--- config.mk ---
export PLATFORM = sky130hd
export DESIGN_NAME = cp0_exc_ctrl
export DESIGN_NICKNAME = d
export VERILOG_FILES = /design/src/rtl/cp0_pkg.sv /design/src/rtl/cp0_timer.sv /design/src/rtl/cp0_exc_ctrl.sv
export SDC_FILE = /design/constraint.sdc
export NUM_CORES = 1
export LEC_CHECK = 0
export CORE_ASPECT_RATIO = 0.9
export CORE_MARGIN = 2
export CORE_UTILIZATION = 54
export CTS_BUF_LIST = sky130_fd_sc_hd__clkbuf_4 sky130_fd_sc_hd__clkbuf_8
export CTS_CLUSTER_SIZE = 24
export DETAILED_ROUTE_END_ITERATION = 10
export GPL_TIMING_DRIVEN = 0
export PLACE_DENSITY = 0.94
export SLEW_MARGIN = 10
export SYNTH_ARGS = -nofsm -noshare
export SYNTH_HDL_FRONTEND = slang
export SYNTH_SLANG_ARGS = --single-unit
--- constraint.sdc ---
create_clock -name clk -period 6.7 [get_ports clk]
set_clock_uncertainty 0.1 [all_clocks]
set_input_delay 1.005 -clock clk [delete_from_list [all_inputs] [get_ports clk]]
set_output_delay 1.005 -clock clk [all_outputs]
set_load 0.02 [all_outputs]
--- src/rtl/cp0_pkg.sv ---
// cp0_pkg -- shared CP0 register numbers, ExcCodes, bit positions and FSM encoding.
// Rev 1.0
`default_nettype none
package cp0_pkg;
   localparam logic [4:0] CP0_BADVADDR = 5'd8;
   localparam logic [4:0] CP0_COUNT    = 5'd9;
   localparam logic [4:0] CP0_COMPARE  = 5'd11;
   localparam logic [4:0] CP0_STATUS   = 5'd12;
   localparam logic [4:0] CP0_CAUSE    = 5'd13;
   localparam logic [4:0] CP0_EPC      = 5'd14;

   localparam logic [4:0] EXC_INT  = 5'd0;
   localparam logic [4:0] EXC_ADEL = 5'd4;
   localparam logic [4:0] EXC_ADES = 5'd5;
   localparam logic [4:0] EXC_SYS  = 5'd8;
   localparam logic [4:0] EXC_BP   = 5'd9;
   localparam logic [4:0] EXC_RI   = 5'd10;
   localparam logic [4:0] EXC_OV   = 5'd12;

   localparam int ST_BEV    = 22;
   localparam int ST_IM_LO  = 8;
   localparam int ST_EXL    = 1;
   localparam int ST_IE     = 0;
   localparam int CA_BD     = 31;
   localparam int CA_TI     = 30;
   localparam int CA_IP_LO  = 8;
   localparam int CA_EXC_LO = 2;

   typedef enum logic [1:0] {
      S_RST   = 2'd0,
      S_IDLE  = 2'd1,
      S_REDIR = 2'd2,
      S_DRAIN = 2'd3
   } cp0_state_t;

   localparam logic [31:0] DEF_RESET_VEC = 32'hBFC0_0000;
   localparam logic [31:0] DEF_EXC_VEC   = 32'hBFC0_0380;
endpackage
`default_nettype wire

--- src/rtl/cp0_timer.sv ---
// cp0_timer -- Count (half core rate), Compare and the sticky timer-interrupt flag.
// Rev 1.0
`default_nettype none
module cp0_timer (
   input  logic        clk,
   input  logic        reset,
   input  logic        count_we,
   input  logic        compare_we,
   input  logic [31:0] wdata,
   output logic [31:0] count,
   output logic [31:0] compare,
   output logic        ti
);
   logic        tick;
   logic [31:0] count_inc;

   assign count_inc = count + 32'd1;

   always_ff @(posedge clk or posedge reset) begin
      if (reset) begin
         count   <= 32'd0;
         compare <= 32'd0;
         tick    <= 1'b0;
         ti      <= 1'b0;
      end else begin
         if (count_we) begin
            count <= wdata;
            tick  <= 1'b0;
         end else begin
            tick <= ~tick;
            if (tick) count <= count_inc;
         end
         // Match is judged on the post-increment value, so a wrap to 0 still hits Compare=0
         if (compare_we) begin
            compare <= wdata;
            ti      <= 1'b0;
         end else if (!count_we && tick && (count_inc == compare)) begin
            ti <= 1'b1;
         end
      end
   end
endmodule
`default_nettype wire

--- src/rtl/cp0_exc_ctrl.sv ---
// cp0_exc_ctrl -- WB-stage exception arbiter, CP0 register file and flush/redirect sequencer.
// Rev 1.0
`default_nettype none
module cp0_exc_ctrl
   import cp0_pkg::*;
#(
   parameter logic [31:0] RESET_VEC = DEF_RESET_VEC,
   parameter logic [31:0] EXC_VEC   = DEF_EXC_VEC
) (
   input  logic        clk,
   input  logic        reset,
   input  logic        wb_valid,
   input  logic [31:0] wb_pc,
   input  logic        wb_bd,
   input  logic        wb_exc,
   input  logic [4:0]  wb_exc_code,
   input  logic [31:0] wb_badvaddr,
   input  logic        wb_eret,
   input  logic        wb_mtc0,
   input  logic [4:0]  wb_cp0_addr,
   input  logic [31:0] wb_cp0_wdata,
   output logic [31:0] cp0_rdata,
   input  logic [5:0]  hw_int,
   output logic        ex_taken,
   output logic [31:0] ex_addr,
   output logic        ex_flush,
   output logic [31:0] cp0_epc,
   output logic        cp0_exl
);
   cp0_state_t  state, state_next;
   logic        ie, exl, bd;
   logic [7:0]  im;
   logic [1:0]  ip_sw;
   logic [4:0]  exc_code;
   logic [31:0] epc, badvaddr, redir_addr;
   logic [31:0] count, compare;
   logic        ti;
   logic [7:0]  ip;
   logic        int_pend, take_int, take_exc, take_entry, take_eret, do_mtc0;
   logic [31:0] status_rd, cause_rd;

   assign ip         = {ti | hw_int[5], hw_int[4:0], ip_sw};
   assign int_pend   = ie & ~exl & (|(ip & im));
   assign take_entry = take_int | take_exc;

   cp0_timer u_timer (
      .clk        (clk),
      .reset      (reset),
      .count_we   (do_mtc0 && (wb_cp0_addr == CP0_COUNT)),
      .compare_we (do_mtc0 && (wb_cp0_addr == CP0_COMPARE)),
      .wdata      (wb_cp0_wdata),
      .count      (count),
      .compare    (compare),
      .ti         (ti)
   );

   always_ff @(posedge clk or posedge reset) begin
      if (reset) state <= S_RST;
      else       state <= state_next;
   end

   always_comb begin
      state_next = state;
      ex_taken   = 1'b0;
      ex_flush   = 1'b0;
      ex_addr    = redir_addr;
      take_int   = 1'b0;
      take_exc   = 1'b0;
      take_eret  = 1'b0;
      do_mtc0    = 1'b0;
      unique case (state)
         S_RST: begin
            ex_taken   = 1'b1;
            ex_flush   = 1'b1;
            ex_addr    = RESET_VEC;
            state_next = S_IDLE;
         end
         S_IDLE: begin
            if (wb_valid) begin
               if (int_pend)     take_int  = 1'b1;
               else if (wb_exc)  take_exc  = 1'b1;
               else if (wb_eret) take_eret = 1'b1;
               else if (wb_mtc0) do_mtc0   = 1'b1;
            end
            if (take_int || take_exc || take_eret) state_next = S_REDIR;
         end
         S_REDIR: begin
            ex_taken   = 1'b1;
            ex_flush   = 1'b1;
            state_next = S_DRAIN;
         end
         S_DRAIN: begin
            ex_flush   = 1'b1;
            state_next = S_IDLE;
         end
         default: state_next = S_RST;
      endcase
   end

   always_ff @(posedge clk or posedge reset) begin
      if (reset) begin
         ie         <= 1'b0;
         exl        <= 1'b0;
         im         <= 8'd0;
         bd         <= 1'b0;
         ip_sw      <= 2'd0;
         exc_code   <= 5'd0;
         epc        <= 32'd0;
         badvaddr   <= 32'd0;
         redir_addr <= RESET_VEC;
      end else if (take_entry) begin
         // A nested entry keeps the original return point
         if (!exl) begin
            epc <= wb_bd ? (wb_pc - 32'd4) : wb_pc;
            bd  <= wb_bd;
         end
         exl        <= 1'b1;
         exc_code   <= take_int ? EXC_INT : wb_exc_code;
         redir_addr <= EXC_VEC;
         if (take_exc && ((wb_exc_code == EXC_ADEL) || (wb_exc_code == EXC_ADES)))
            badvaddr <= wb_badvaddr;
      end else if (take_eret) begin
         exl        <= 1'b0;
         redir_addr <= epc;
      end else if (do_mtc0) begin
         case (wb_cp0_addr)
            CP0_STATUS: begin
               im  <= wb_cp0_wdata[ST_IM_LO +: 8];
               exl <= wb_cp0_wdata[ST_EXL];
               ie  <= wb_cp0_wdata[ST_IE];
            end
            CP0_CAUSE: ip_sw <= wb_cp0_wdata[CA_IP_LO +: 2];
            CP0_EPC:   epc   <= wb_cp0_wdata;
            default: ;
         endcase
      end
   end

   always_comb begin
      status_rd                     = 32'd0;
      status_rd[ST_BEV]             = 1'b1;
      status_rd[ST_IM_LO +: 8]      = im;
      status_rd[ST_EXL]             = exl;
      status_rd[ST_IE]              = ie;
      cause_rd                      = 32'd0;
      cause_rd[CA_BD]               = bd;
      cause_rd[CA_TI]               = ti;
      cause_rd[CA_IP_LO +: 8]       = ip;
      cause_rd[CA_EXC_LO +: 5]      = exc_code;
      case (wb_cp0_addr)
         CP0_BADVADDR: cp0_rdata = badvaddr;
         CP0_COUNT:    cp0_rdata = count;
         CP0_COMPARE:  cp0_rdata = compare;
         CP0_STATUS:   cp0_rdata = status_rd;
         CP0_CAUSE:    cp0_rdata = cause_rd;
         CP0_EPC:      cp0_rdata = epc;
         default:      cp0_rdata = 32'd0;
      endcase
   end

   assign cp0_epc = epc;
   assign cp0_exl = exl;
endmodule
`default_nettype wire

==> results of run 1 <==
area by class of cell:
class                           count  area (µm²)  share of cell area, %
Clock inverter                     13         111                  0.824
Timing Repair Buffer              215        2170                   16.1
Inverter                           12        52.6                  0.389
Multi-Input combinational cell    874        5730                   42.4
Clock buffer                       19         262                   1.94
Buffer                             80         309                   2.29
Tap cell                          250         313                   2.32
Antenna cell                        1        2.50                 0.0185
Sequential cell                   182        4570                   33.8
layout by cell type (no fill, tap or decap), types with 7 or more instances in the layout:
master	synthesis	layout
a21oi_1	44	44
a221o_1	7	7
a22oi_1	31	31
and3_1	8	8
buf_1	10	10
buf_2	7	7
clkbuf_1	63	63
clkbuf_8	0	19
clkdlybuf4s50_1	0	214
dfrtp_1	173	173
dfstp_2	9	9
inv_1	12	11
mux2_2	107	107
mux2i_1	22	22
nand2_1	184	184
nand3_1	44	44
nand4_1	17	17
nor2_1	60	60
nor2b_1	27	27
nor3_1	15	15
nor4_1	7	7
o21ai_0	98	98
or2_2	11	11
xnor2_1	52	52
xor2_1	56	56
kinds of logic (layout without fill, tap and decap cells):
| family | Yosys count | count (layout) | share of synthesized area [%] |
|---|---|---|---|
| adder cells (fa/ha/maj) | 5 | 5 | 0.588 |
| multiplexers | 129 | 129 | 13.4 |
| AO/OA/AOI/OAI | 219 | 219 | 12.5 |
| flip-flops | 182 | 182 | 42.9 |
| XOR/XNOR | 108 | 108 | 8.89 |
| other | 0 | 1 | 0 |
| AND/OR/NAND/NOR | 413 | 413 | 18.5 |
| buffers and inverters | 92 | 339 | 3.33 |
worst max-delay path: stages:
cell and delay (ps):
clkdlybuf4s50_1 510, nand3b_1 180, nor3b_1 840, clkbuf_1 560, a22oi_1 230, o21ai_0 270
clkdlybuf4s50_1 710
state kept, by name, summed over array words and instances (netlist names):
register,flops
u_timer.compare,32
badvaddr,32
exc_code,5
ip_sw,2
redir_addr,32
u_timer.ti,1
ie,1
state,2
u_timer.tick,1
u_timer.count,32
bd,1
cp0_epc,32
im,8
cp0_exl,1
routing by layer:
| layer | GRT usage, % | vias to the layer above | routed length, µm |
|---|---|---|---|
| met4 | 16.6 | 0 | 1880 |
| met2 | 54.8 | 778 | 16400 |
| met5 | 0 | - | 0 |
| li1 | - | 4476 | - |
| met1 | 48.6 | 4967 | 14900 |
| met3 | 7.90 | 130 | 4280 |
report_power, final:
group | switching [µW] | leakage, µW | internal [µW] | total [µW]
Combinational | 882 | 0.00304 | 775 | 1660
Clock | 450 | 0.000184 | 289 | 739
Sequential | 308 | 0.00230 | 1410 | 1720
metrics by stage:
step | cell area, µm² | cells | hold WS [ps]
after floorplan | 10600 | 1148 | 351
after global placement | 13100 | 1612 | 369
after detailed placement | 13100 | 1613 | 375
after CTS | 13500 | 1645 | 397
after global routing | 13500 | 1645 | 410
final | 13500 | 1646 | 391
cells in the mapped netlist, types with 3 or more instances:
library cell	number
mux2i_1	22
nor2b_1	27
xor2_1	56
xnor2_1	52
or2_2	11
a221o_1	7
a21o_1	4
buf_2	7
nand3b_1	5
nor4_1	7
a22oi_1	31
a211oi_1	5
buf_1	10
nor3b_1	5
dfrtp_1	173
a31oi_1	3
and3_1	8
inv_1	12
mux2_2	107
ha_1	5
a22o_1	4
a21oi_1	44
nand4_1	17
nand2_1	184
nor3_1	15
or3_1	6
nand2b_1	3
nor2_1	60
and2_1	5
dfstp_2	9
o21ai_0	98
clkbuf_1	63
nand3_1	44
and4_1	5
worst min path at each step:
stage,from,endpoint,slack [ps]
after floorplan,exc_code[0]$_DFFE_PP0P_,exc_code[0]$_DFFE_PP0P_,350
after global placement,redir_addr[7]$_DFFE_PP0P_,redir_addr[7]$_DFFE_PP0P_,370
after detailed placement,redir_addr[9]$_DFFE_PP0P_,redir_addr[9]$_DFFE_PP0P_,380
after CTS,redir_addr[25]$_DFFE_PP1P_,redir_addr[25]$_DFFE_PP1P_,400
after global routing,redir_addr[26]$_DFFE_PP1P_,redir_addr[26]$_DFFE_PP1P_,410
final,redir_addr[22]$_DFFE_PP1P_,redir_addr[22]$_DFFE_PP1P_,390
==> out/metrics.yaml, run 1 <==
sta:
  slew_headroom_pct: 25.7
  setup_ws_ps: 1290
  tightest_slew_ps: 1110
  tns_ps: 0
  hold_viol: 0
  drv_slew: 0
  period_minus_slack_ps: 5410
  fin_crit_sh_pct: 80.7
  rsz0062_at_grt: "false"
  finalSetupViolations: 0
  max_freq_mhz: 185
critical_path:
  crit_path_start: "wb_cp0_addr[2]"
  r2r-start: "u_timer.count[0]$_DFFE_PP0N_"
  end_kind: "primary output"
  path_max_fanout: 10
  cp.arrival_ps: 4300
  r2r_cells: 9
  cp-endpoint: "cp0_rdata[6]"
  r2r_setup_slack_ps: 3240
  required_ps: 5590
  r2r_end: "u_timer.ti$_DFFE_PP0P_"
  critical_path_class: "in2out"
  startpoint_type: "input port"
status:
  outcome: "completed"
power_and_ir_drop:
  powerDensity_mw_per_mm2: 305
  p_total_uw: 4120
  peakVddDrop_mv: 0.172
  power_leakage_uw: 0.00553
yosys:
  synth_area_mm2: 0.0106
  yosysTopAreaCell: "dfrtp_1"
  ys_ff_latch: 182
  synth-seq-area-share_pct: 42.9
  yosys_warnings: 0
  synth_nets: 1272
  synth_ff_type: "dfrtp_1"
  synthDistinctLibCells: 60
  synth_area_per_cell_um2: 9.27
  yosysTopAreaCellShare_pct: 40.7
  ys_top_cells_by_area: "dfrtp_1 (41%), mux2_2 (11%), nand2_1 (6.5%)"
  syn_inst: 1148
  async_flop_share_pct: 100
  synth_edf_count: 0
floorplanning:
  die_h_um: 137
  die_area_mm2: 0.0209
  io_pins: 218
  design.core.area_mm2: 0.0193
  initial_core_util_pct: 55.2
  rows: 48
  die_w_um: 152
grt:
  overflow: 0
  grt_start_max_net_pins: 114
  grt_usage_pct: 35.6
  grt_pass1_wl_um: 56400
  antenna_found_initial: 0
  grt_pass1_vias: 9870
clocking:
  cts.sinks: 182
  post_cts_resized: 0
  cts_tree: "built"
  post_cts_buffers: 0
  holdBufCountCts: 0
  h-tree-depth: 4
  clock-root-buffer: "clkbuf_8"
  worstSkewPairLatency_ps: 480
  cts_inserted_buffers: 17
  clkTransAtPathRegs_ps: 90
  clock_path_buffers: 2
flow_run:
  cap_violations: 0
placement:
  io_buffers: 214
  place_hpwl_um: 28800
  place_congestion: 0.966
  place_ws_ps: 1430
finish:
  drive_gt1_share_pct: 12.6
  fillerInstances: 1443
  syn2layout_area_growth_pct: 26.9
  final_nets: 1506
  utilization_pct: 70.1
route:
  routed_wl_um: 37400
  viasPerCell: 6.29
  vias: 10351
  drt_iter0_markers: 1149
  wire_per_inst_um: 22.7
  drt_pre_antenna_iters: 6
  ant_nets: 0
  drc_errors: 0
worst_hold_path:
  hold_path_class: "reg2reg"
  hold-path-cell-count: 2
No activity file was read; power rests on OpenSTA's default activity.
==> run 2: changes to the inputs <==
- clock period: 6.7 -> 5.18 ns (I/O delays scaled with it)
==> run 2 against run 1 <==
Against the previous run:
- clock power rose by 35%
- routed wire length up 0.27%
- cell area increased by 0.68%
- via count shrank 0.48%
- sequential share of layout area fell by 0.23 points
- sequential power grew 30%
- setup slack got worse by 1000 ps
- worst hold slack got worse by 4.0 ps
- combinational power rose by 30%
- utilization rose by 0.47 points
- sequential cell count did not move
- count of clock-buffer cells in the layout is the same
- largest cell class unchanged
==> out/metrics.yaml, run 2 (synthesis gave the netlist of run 1 again) <==
placement:
  place_inst: 1617  # +0.25%
  place_hpwl_um: 29100  # +1.2%
  place_area_mm2: 0.0132  # +0.52%
  io_buffers: 214  # unchanged
  place_congestion: 0.988  # +2.2%
sta:
  slew_headroom_pct: 29.2  # +3.5 points
  hold_viol: 0  # unchanged
  fin_crit_sh_pct: 94.9
  fin_hold_ws_ps: 387  # -4.04 ps
  period_minus_slack_ps: 4920
  drv_slew: 0  # unchanged
  rsz0062_at_grt: "false"
  tns_ps: 0  # unchanged
  finalSetupViolations: 0  # unchanged
  max_freq_mhz: 203
  tightest_slew_ps: 1060  # -46.5 ps
critical_path:
  cp.arrival_ps: 4040  # -260 ps
  critical_path_class: "in2out"
  end_kind: "primary output"
  startpoint_type: "input port"
  path_max_fanout: 10  # unchanged
  required_ps: 4300  # -1290 ps
floorplanning:
  die_w_um: 152  # unchanged
  die_h_um: 137  # unchanged
  design.core.area_mm2: 0.0193  # unchanged
  die_area_mm2: 0.0209  # unchanged
  rows: 48  # unchanged
  io_pins: 218  # unchanged
  initial_core_util_pct: 55.2  # unchanged
power_and_ir_drop:
  peakVddDrop_mv: 0.211  # +22%
  p_total_uw: 5380  # +31%
  powerDensity_mw_per_mm2: 395  # +30%
  power_leakage_uw: 0.00556  # +0.68%
grt:
  grt_pass1_vias: 9824  # -0.47%
  grt_pass1_wl_um: 56600  # +0.32%
  grt_start_max_net_pins: 41  # -64%
  grt_usage_pct: 35.7  # +0.11 points
  antenna_found_initial: 1  # +1
  overflow: 0  # unchanged
route:
  drc_errors: 0  # unchanged
  drt_pre_antenna_iters: 6  # unchanged
  viasPerCell: 6.25  # -0.66%
  wire_per_inst_um: 22.8  # about the same
  drt_iter0_markers: 1379  # +20%
  routed_wl_um: 37500  # +0.27%
  vias: 10301  # -0.48%
  ant_nets: 0  # unchanged
clocking:
  clock_path_buffers: 2  # unchanged
  h-tree-depth: 4  # unchanged
  post_cts_buffers: 0  # unchanged
  worstSkewPairLatency_ps: 470  # about the same
  cts_inserted_buffers: 17  # unchanged
  clkTransAtPathRegs_ps: 110  # +20 ps
  clock-root-buffer: "clkbuf_8"
  holdBufCountCts: 0  # unchanged
  cts.sinks: 182  # unchanged
  cts_tree: "built"
  post_cts_resized: 0  # unchanged
finish:
  final_nets: 1510  # +0.27%
  final_cells: 1649  # +0.18%
  multiInputGateArea_mm2: 0.00573  # unchanged
  final_common_cell: "clkdlybuf4s50_1"
  stdcell_area_mm2: 0.0136  # +0.68%
  layout.area.seq_mm2: 0.00457  # unchanged
  syn2layout_area_growth_pct: 27.8
  final_cell_mix: "clkdlybuf4s50_1 (214), nand2_1 (184), dfrtp_1 (173), mux2_2 (107), o21ai_0 (98)"
  drive_gt1_share_pct: 12.9  # +0.25 points
  fillerInstances: 1402  # -2.8%
  n_antenna_cell: 0  # -1
flow_run:
  cap_violations: 0  # unchanged
status:
  outcome: "completed"
worst_hold_path:
  hold_path_class: "reg2reg"
[run 2: cell types whose count changed in the layout (fill, tap and decap cells not counted), moves of 2 or more]
cell	previous run	this run
bufinv_16	0	2
clkbuf_4	0	2
buf_12	0	5
inv_6	6	2
clkinvlp_4	3	5
clkbuf_8	19	17
[run 2: final cells by class]
cell class / instances / share of cell area [%]
buffer: 80 / 2.27
clock inverter: 13 / 1.09
sequential: 182 / 33.6
inverter: 12 / 0.359
multi-input combinational: 874 / 42.1
timing repair buffer: 219 / 16.5
tap: 250 / 2.30
clock buffer: 19 / 1.83
[run 2: routing by layer]
layer	vias up	global-route usage (%)	part of all wire, %
met5	-	0	0.035
met4	2	17.9	5.1
met3	126	8.71	12
met2	802	54.0	44
met1	4902	48.5	39
li1	4469	-	-
[run 2: metrics by stage]
| step | worst slack [ps] | utilization (%) |
|---|---|---|
| 2_1_floorplan | 1800 | - |
| 3_3_place_gp | 478 | 68.0 |
| 3_5_place_dp | 459 | 68.5 |
| 4_1_cts | 415 | 70.6 |
| 5_1_grt | 159 | 70.6 |
| 6_report | 263 | 70.6 |
[run 2: power breakdown]
group          internal [µW]  total, µW  switching (µW)
combinational           1010       2150            1140
clock                    447        995             548
sequential              1830       2230             404
total                   3280       5380            2090
[run 2: final timing paths]
path                                               from                              end  slack (ps)  cells after the start
max reg2reg                u_timer.count[0]$_DFFE_PP0N_           u_timer.ti$_DFFE_PP0P_        1760                      9
max                                      wb_cp0_addr[4]                     cp0_rdata[6]         260                      7
min in group asynchronous                         reset  u_timer.compare[14]$_DFFE_PP0P_         570                      2
max in group asynchronous                         reset       redir_addr[23]$_DFFE_PP1P_        3530                      4
min                          redir_addr[25]$_DFFE_PP1P_       redir_addr[25]$_DFFE_PP1P_         390                      2
min reg2reg                  redir_addr[25]$_DFFE_PP1P_       redir_addr[25]$_DFFE_PP1P_         390                      2
[run 2: worst max-delay path, cell delays in order]
cell and delay [ps]:
clkdlybuf4s50_1 410, nand3b_1 240, nor3b_1 890, clkbuf_1 540, a22oi_1 250, o21ai_0 240, clkdlybuf4s50_1 690
